--- src/rtl/score_keeper.sv ---
// Match controller: detects ball exits, keeps BCD scores for both sides and sequences
// the idle / serve / play / game-over flow. Every output comes straight from a register.
module score_keeper #(
    parameter int unsigned X_POS_W       = 10,
    parameter int unsigned SCREEN_H_RES  = 640,
    parameter int unsigned SCREEN_BORDER = 10,
    parameter int unsigned WIN_SCORE     = 11,
    parameter int unsigned SERVE_FRAMES  = 60,
    parameter int unsigned SERVE_CNT_W   = 6
) (
    input  logic               clk_i,
    input  logic               rst_i,
    input  logic               new_frame_i,
    input  logic [X_POS_W-1:0] ball_x_i,
    input  logic               start_i,
    output logic               run_o,
    output logic [7:0]         player_score_o,
    output logic [7:0]         enemy_score_o,
    output logic               point_o,
    output logic               game_over_o,
    output logic               winner_o
);

    typedef enum logic [1:0] {StIdle, StServe, StPlay, StGameOver} state_e;

    localparam logic [X_POS_W-1:0]     RightLimit = X_POS_W'(SCREEN_H_RES);
    localparam logic [X_POS_W-1:0]     LeftLimit  = X_POS_W'(SCREEN_BORDER);
    localparam logic [SERVE_CNT_W-1:0] ServeLast  = SERVE_CNT_W'(SERVE_FRAMES - 1);
    localparam logic [7:0]             WinBcd     = {4'(WIN_SCORE / 10), 4'(WIN_SCORE % 10)};

    state_e                 state_q, state_d;
    logic [7:0]             player_q, player_d;
    logic [7:0]             enemy_q, enemy_d;
    logic [SERVE_CNT_W-1:0] serve_cnt_q, serve_cnt_d;
    logic                   out_prev_q, out_prev_d;
    logic                   start_prev_q;
    logic                   winner_q, winner_d;
    logic                   point_q, point_d;
    logic                   run_q, run_d;
    logic                   game_over_q, game_over_d;

    logic       start_rise;
    logic       exit_left;
    logic       exit_right;
    logic       ball_out;
    logic       score_hit;
    logic [7:0] player_inc;
    logic [7:0] enemy_inc;

    // Saturating two-digit BCD increment.
    function automatic logic [7:0] bcd_inc(input logic [7:0] val);
        logic [7:0] res;
        if (val == 8'h99) begin
            res = 8'h99;
        end else if (val[3:0] == 4'd9) begin
            res = {val[7:4] + 4'd1, 4'd0};
        end else begin
            res = {val[7:4], val[3:0] + 4'd1};
        end
        return res;
    endfunction

    assign start_rise = start_i & ~start_prev_q;
    assign exit_left  = ball_x_i < LeftLimit;
    assign exit_right = ball_x_i > RightLimit;
    assign ball_out   = exit_left | exit_right;
    // Only the frame on which the ball first leaves counts, so a lingering exit scores once.
    assign score_hit  = new_frame_i & ball_out & ~out_prev_q & (state_q == StPlay);
    assign player_inc = bcd_inc(player_q);
    assign enemy_inc  = bcd_inc(enemy_q);

    always_comb begin
        state_d     = state_q;
        player_d    = player_q;
        enemy_d     = enemy_q;
        serve_cnt_d = serve_cnt_q;
        winner_d    = winner_q;
        point_d     = 1'b0;
        out_prev_d  = new_frame_i ? ball_out : out_prev_q;

        unique case (state_q)
            StIdle: begin
                if (start_rise) begin
                    player_d = 8'h00;
                    enemy_d  = 8'h00;
                    state_d  = StServe;
                end
            end
            StServe: begin
                if (new_frame_i) begin
                    if (serve_cnt_q == ServeLast) begin
                        serve_cnt_d = '0;
                        state_d     = StPlay;
                    end else begin
                        serve_cnt_d = serve_cnt_q + SERVE_CNT_W'(1);
                    end
                end
            end
            StPlay: begin
                if (score_hit) begin
                    point_d = 1'b1;
                    state_d = StServe;
                    if (exit_left) begin
                        player_d = player_inc;
                        if (player_inc == WinBcd) begin
                            state_d  = StGameOver;
                            winner_d = 1'b1;
                        end
                    end else begin
                        enemy_d = enemy_inc;
                        if (enemy_inc == WinBcd) begin
                            state_d  = StGameOver;
                            winner_d = 1'b0;
                        end
                    end
                end
            end
            StGameOver: begin
                if (start_rise) begin
                    player_d = 8'h00;
                    enemy_d  = 8'h00;
                    winner_d = 1'b0;
                    state_d  = StServe;
                end
            end
            default: state_d = StIdle;
        endcase

        run_d       = (state_d == StPlay);
        game_over_d = (state_d == StGameOver);
    end

    always_ff @(posedge clk_i) begin
        if (!rst_i) begin
            state_q      <= StIdle;
            player_q     <= 8'h00;
            enemy_q      <= 8'h00;
            serve_cnt_q  <= '0;
            out_prev_q   <= 1'b1;
            start_prev_q <= 1'b1;
            winner_q     <= 1'b0;
            point_q      <= 1'b0;
            run_q        <= 1'b0;
            game_over_q  <= 1'b0;
        end else begin
            state_q      <= state_d;
            player_q     <= player_d;
            enemy_q      <= enemy_d;
            serve_cnt_q  <= serve_cnt_d;
            out_prev_q   <= out_prev_d;
            start_prev_q <= start_i;
            winner_q     <= winner_d;
            point_q      <= point_d;
            run_q        <= run_d;
            game_over_q  <= game_over_d;
        end
    end

    assign run_o          = run_q;
    assign player_score_o = player_q;
    assign enemy_score_o  = enemy_q;
    assign point_o        = point_q;
    assign game_over_o    = game_over_q;
    assign winner_o       = winner_q;

endmodule

--- config.mk ---
export PLATFORM = sky130hd
export DESIGN_NAME = score_keeper
export DESIGN_NICKNAME = d
export VERILOG_FILES = /design/src/rtl/score_keeper.sv
export SDC_FILE = /design/constraint.sdc
export NUM_CORES = 1
export LEC_CHECK = 0
export ABC_AREA = 1
export CAP_MARGIN = 20
export CORE_MARGIN = 3
export CORE_UTILIZATION = 43
export DETAILED_ROUTE_END_ITERATION = 6
export PLACE_DENSITY = 0.77
export SETUP_SLACK_MARGIN = 0.2
export SLEW_MARGIN = 10
export SYNTH_ARGS = -nofsm -noshare
export SYNTH_HDL_FRONTEND = slang
export SYNTH_SLANG_ARGS = --single-unit
--- constraint.sdc ---
create_clock -name clk_i -period 3.96 [get_ports clk_i]
set_input_delay 0.594 -clock clk_i [delete_from_list [all_inputs] [get_ports clk_i]]
set_output_delay 0.594 -clock clk_i [all_outputs]
set_load 0.01 [all_outputs]
==> flow_metrics.env, run 1 <==
export IMPL_clkLatencyLatePin_ns=0.28
export IMPL_ys_warn_count=0
export IMPL_synth_top_cells_by_count="nand2_1, nor2_1, inv_1"
export IMPL_postSynth_asyncResetShare=0
export IMPL_multi_input_area_um2=1217
export IMPL_synth_flop_cell="dfxtp_1"
export IMPL_yosysUniqueCellTypes=32
export IMPL_max_clock_freq_mhz=457.5
export IMPL_fin_setup_tns_ns=0
export IMPL_portBuffers=33
export IMPL_synth_top_area_frac=0.2983
export IMPL_grt_busiest_layer="met2"
export IMPL_setup_viol=0
export IMPL_hp_class="flop to flop"
export IMPL_clock_path_buffers=2
export IMPL_wl_um=4357
export IMPL_start_util=0.4530
export IMPL_drt_pass1_iterations=4
export IMPL_post_cts_repair_setup_buffers=0
export IMPL_place_congestion=0.9190
export IMPL_rrSetupSlack_ns=1.77
export IMPL_drive_gt1_frac=0.09649
export IMPL_drc=0
export IMPL_avgRoutedWirePerCell_um=11.06
export IMPL_min_period_over_period=0.5519
export IMPL_met2_usage=0.2907
export IMPL_dieWidth_um=74.43
export IMPL_hpwl_um=3278
export IMPL_worst_pin_slew_ns=0.6088
export IMPL_ys_seq_area_frac=0.2983
export IMPL_syn_num_nets=333
export IMPL_grt_max_degree=18
export IMPL_timing_rr_start="state_q[0]$_SDFF_PN0_"
export IMPL_min_delay_start="out_prev_q$_SDFFE_PN1P_"
export IMPL_maxSlewViolCount=0
export IMPL_cap_violations=0
export IMPL_avgSynthCellArea_um2=6.579
export IMPL_cts_tree="done"
export IMPL_end_kind="flop"
export IMPL_cts_buffers=5
export IMPL_period_needed_ns=2.186
export IMPL_synth_edff_count=0
export IMPL_postRouteAntennaNets=0
export IMPL_skew_ns=0.004254
export IMPL_grt_overflow=0
export IMPL_seqCellArea_um2=600.6
export IMPL_grt_pass1_wl_um=7527
export IMPL_cts_resized=0
export IMPL_cts_sinks=30
export IMPL_postCtsHoldBufs=0
export IMPL_cp_start_kind="flop"
export IMPL_io_pins=34
export IMPL_cts_root_buf="clkbuf_8"
export IMPL_num_rows=24
export IMPL_p_total_uw=905.1
export IMPL_synth_most_common_cell="nand2_1"
export IMPL_antenna_diode_count=0
export IMPL_fin_hold_ws_ns=0.5089
export IMPL_yosys_register_bits=30
export IMPL_vias_per_cell=5.023
export IMPL_n_fill_cell=430
export IMPL_p_leak_uw=0.001101
export IMPL_die_height_um=74.43
export IMPL_synth_area_leaders="dfxtp_1, nand2_1, nor2_1, ha_1, inv_1"
export IMPL_first_global_vias=1779
export IMPL_status="completed"
export IMPL_antenna_found_initial=0
export IMPL_grtUsageMet1=0.2184
export IMPL_num_vias=1979
export IMPL_core_um2=4444
export IMPL_path_class="flop to flop"
export IMPL_dieArea_um2=5539
export IMPL_drtIter0Drc=68
export IMPL_track_usage=0.1707
export IMPL_yosysTopAreaCell="dfxtp_1"
export IMPL_synth_area_um2=2013
export IMPL_required_ns=4.13
export IMPL_syn_to_final_growth_pct=22.81
export IMPL_cp_startpoint="state_q[0]$_SDFF_PN0_"
export IMPL_relSlewSlack=0.5929
export IMPL_power_density_nw_per_um2=366.1
export IMPL_critPathMaxFanout=11
export IMPL_synth_cells=306
export IMPL_final_hold_viol_count=0
export IMPL_clk_pin_slew_ns=0.07
export IMPL_fin_nets=368
export IMPL_rsz0062_at_grt="false"
export IMPL_vdd_drop_max_mv=0.2145
export IMPL_met3_usage=0.03243
export IMPL_arrival_ns=2.36
export IMPL_cts_max_level=2
sequential cells by signal, summed over array words and instances, names as in the netlist:
register and count:
enemy_score_o 8, game_over_o 1, out_prev_q 1, player_score_o 8, point_o 1, run_o 1
serve_cnt_q 6, start_prev_q 1, state_q 2, winner_o 1
power breakdown:
| group | switching [µW] | total, µW | leakage, µW | internal (µW) |
|---|---|---|---|---|
| registers | 34.4 | 360 | 0.000244 | 326 |
| clock network | 118 | 303 | 0.0000579 | 185 |
| logic | 136 | 241 | 0.000799 | 105 |
area by class of cell:
type	count	share of cell area
tap	52	0.02632
clock inverter	3	0.01619
multi-input combinational	231	0.4924
sequential	30	0.2429
inverter	40	0.06073
clock buffer	5	0.02783
timing repair buffer	33	0.1336
stage by stage:
step / setup WS, ns / instance area, µm² / cells / utilization
after detailed placement: 1.537 / 2364 / 386 / 0.5318
after global placement: 1.625 / 2364 / 386 / 0.5318
after global routing: 1.559 / 2472 / 394 / 0.5563
final: 1.774 / 2472 / 394 / 0.5563
after CTS: 1.778 / 2472 / 394 / 0.5563
after floorplan: 2.231 / 2013 / 306 / -
per-layer routing:
layer / vias to the layer above / part of all wire
met5: - / 0
met3: 8 / 0.033
met2: 42 / 0.48
met4: 0 / 0.011
met1: 881 / 0.47
li1: 1048 / -
critical path, stage by stage, from the launching register on:
cell     delay [ns]
dfxtp_1        0.41
inv_1          0.08
ha_1           0.48
inv_1          0.26
nand2_1        0.14
nand2_1        0.15
nor2_4         0.25
inv_2          0.12
a21oi_1        0.13
nor2_1         0.05
cell usage in the layout, fill, tap and decap left out, drive strengths merged:
master and count:
xnor2 1, nor3b 1, nand4 4, clkbuf 5
nor2 56, o21bai 1, nand2 82, inv 39
bufinv 1, a31o 1, a21oi 23, dfxtp 30
nand3 23, ha 13, clkinv 3, nor3 4
clkdlybuf4s50 33, o21ai 17, xor2 3, a31oi 1
o21a 1
final timing paths:
path,endpoint,cells after the start
worst max-delay path,player_score_o[2]$_SDFFE_PN0P_,9
worst min-delay path,out_prev_q$_SDFFE_PN1P_,2
worst max register to register,player_score_o[2]$_SDFFE_PN0P_,9
worst min register to register,out_prev_q$_SDFFE_PN1P_,2
kinds of logic after synthesis:
group | after synthesis | share of synthesized area
buffers and inverters | 45 | 0.09695
XOR/XNOR | 4 | 0.01741
adder cells (fa/ha/maj) | 13 | 0.08080
AO/OA/AOI/OAI | 44 | 0.1162
AND/OR/NAND/NOR | 170 | 0.3903
flip-flops | 30 | 0.2983
No activity file was read; power rests on OpenSTA's default activity.
==> inputs of run 2 (changes only) <==
--- a/config.mk
+++ b/config.mk
@@ -10,7 +10,7 @@
 export CORE_MARGIN = 3
 export CORE_UTILIZATION = 43
 export DETAILED_ROUTE_END_ITERATION = 6
-export PLACE_DENSITY = 0.77
+export PLACE_DENSITY = 0.79
 export SETUP_SLACK_MARGIN = 0.2
 export SLEW_MARGIN = 10
 export SYNTH_ARGS = -nofsm -noshare
==> constraint.sdc (replaced) <==
create_clock -name clk_i -period 1.8 [get_ports clk_i]
set_input_delay 0.27 -clock clk_i [delete_from_list [all_inputs] [get_ports clk_i]]
set_output_delay 0.27 -clock clk_i [all_outputs]
set_load 0.01 [all_outputs]
==> flow_metrics.env, run 2 (synthesis gave the netlist of run 1 again) <==
export IMPL_drt_pass1_iterations=6
export IMPL_critPathMaxFanout=5
export IMPL_rrSetupSlack_ns=0.10
export IMPL_num_vias=2220
export IMPL_hold_path_end="out_prev_q$_SDFFE_PN1P_"
export IMPL_start_util=0.4530
export IMPL_max_clock_freq_mhz=588.6
export IMPL_relSlewSlack=0.8026
export IMPL_clock_path_buffers=2
export IMPL_skew_ns=0.004690
export IMPL_core_um2=4444
export IMPL_place_congestion=0.9070
export IMPL_power_density_nw_per_um2=713.2
export IMPL_arrival_ns=1.93
export IMPL_rsz0062_at_grt="true"
export IMPL_min_delay_start="ball_x_i[0]"
export IMPL_fin_nets=408
export IMPL_io_pins=34
export IMPL_cts_sinks=30
export IMPL_hp_class="primary input to flop"
export IMPL_timing_rr_end="run_o$_SDFF_PN0_"
export IMPL_grt_max_degree=17
export IMPL_design_area_um2=2967
export IMPL_syn_to_final_growth_pct=47.36
export IMPL_end_kind="flop"
export IMPL_hpwl_um=3626
export IMPL_p_leak_uw=0.001396
export IMPL_placed_cell_area_um2=2536
export IMPL_drc=0
export IMPL_track_usage=0.1980
export IMPL_portBuffers=33
export IMPL_utilization=0.6675
export IMPL_cap_violations=0
export IMPL_path_class="flop to flop"
export IMPL_p_total_uw=2116
export IMPL_cts_root_buf="clkbuf_8"
export IMPL_status="completed"
export IMPL_clkLatencyLatePin_ns=0.29
export IMPL_worst_pin_slew_ns=0.2943
export IMPL_wl_um=5440
export IMPL_hold_depth=7
export IMPL_min_period_over_period=0.9438
export IMPL_required_ns=2.03
export IMPL_cts_buffers=5
export IMPL_setup_viol=0
export IMPL_num_rows=24
export IMPL_die_height_um=74.43
export IMPL_cts_max_level=2
export IMPL_final_hold_viol_count=0
export IMPL_postRouteAntennaNets=0
export IMPL_antenna_diode_count=0
export IMPL_final_cell_mix="nand2_1, nor2_1, buf_4"
export IMPL_final_common_cell="nand2_1"
export IMPL_worstRegToRegCells=13
export IMPL_cts_tree="done"
export IMPL_period_needed_ns=1.699
export IMPL_vdd_drop_max_mv=0.5376
export IMPL_antenna_found_initial=0
export IMPL_vias_per_cell=5.115
export IMPL_drtIter0Drc=85
export IMPL_grt_pass1_wl_um=8556
export IMPL_drive_gt1_frac=0.3063
export IMPL_dieWidth_um=74.43
export IMPL_dieArea_um2=5539
export IMPL_avgRoutedWirePerCell_um=12.53
export IMPL_clk_pin_slew_ns=0.06
export IMPL_grt_overflow=0
export IMPL_maxSlewViolCount=0
export IMPL_first_global_vias=2070
export IMPL_cp_start_kind="flop"
export IMPL_postCtsHoldBufs=0
export IMPL_timing_rr_start="player_score_o[1]$_SDFFE_PN0P_"
==> run 2: layer usage <==
layer / up-vias / track usage / part of all wire
met3: 13 / 0.03378 / 0.043
met5: - / 0 / 0
met2: 59 / 0.3649 / 0.52
met1: 1025 / 0.2293 / 0.42
li1: 1123 / - / -
met4: 0 / 0.06719 / 0.018
==> run 2: how the worst max path moves through the flow <==
| stage | from | to | slack [ns] | depth (start not counted) |
|---|---|---|---|---|
| 2_1_floorplan | state_q[0]$_SDFF_PN0_ | enemy_score_o[0]$_SDFFE_PN0P_ | 0.21 | 11 |
| 3_3_place_gp | ball_x_i[2] | player_score_o[6]$_SDFFE_PN0P_ | -0.08 | 11 |
| 3_5_place_dp | ball_x_i[2] | player_score_o[6]$_SDFFE_PN0P_ | -0.17 | 11 |
| 4_1_cts | player_score_o[1]$_SDFFE_PN0P_ | game_over_o$_SDFF_PN0_ | 0.14 | 13 |
| 5_1_grt | player_score_o[0]$_SDFFE_PN0P_ | game_over_o$_SDFF_PN0_ | 0.02 | 14 |
| 6_report | player_score_o[1]$_SDFFE_PN0P_ | run_o$_SDFF_PN0_ | 0.10 | 13 |
==> run 2: layout make-up <==
cell class	count	area, µm²
clock inverters	2	12.51
repair buffers	71	630.6
well taps	52	65.06
inverters	40	152.6
fillers	382	1478
clock buffers	6	82.58
multi-input cells	233	1398
flip-flops and latches	30	625.6
==> run 2: critical path, stage by stage, from the launching register on <==
cell	delay (ns)
dfxtp_4	0.35
inv_2	0.06
ha_4	0.14
nand2_4	0.06
nor2_4	0.18
o21bai_1	0.16
nand3_2	0.10
nor2_2	0.13
nand3_2	0.11
nand2_1	0.09
nand2_1	0.06
nand3_2	0.06
nand2_2	0.06
nor2_1	0.08
==> run 2: report_power, final <==
| group | internal, µW | switching, µW | total [µW] |
|---|---|---|---|
| combinational | 356 | 402 | 758 |
| sequential | 725 | 65.4 | 790 |
| clock | 306 | 261 | 567 |
==> run 2: per-stage QoR <==
step	std cells	setup TNS [ns]	hold WS, ns	setup WS (ns)
6_report	434	0	0.4706	0.1012
5_1_grt	434	0	0.5389	0.01895
4_1_cts	429	0	0.5007	0.1360
3_5_place_dp	406	-2.081	0.4912	-0.1699
3_3_place_gp	406	-0.7929	0.4821	-0.08202
2_1_floorplan	306	0	0.3664	0.2080
==> run 2: what timing repair did <==
item                                    in CTS  in global routing
hold endpoints to repair                     0                  0
gates resized for setup                     41                 27
pin swaps                                   27                 20
endpoints found under the setup margin      24                 28
setup buffers                               14                  4
cloned                                       1                  1
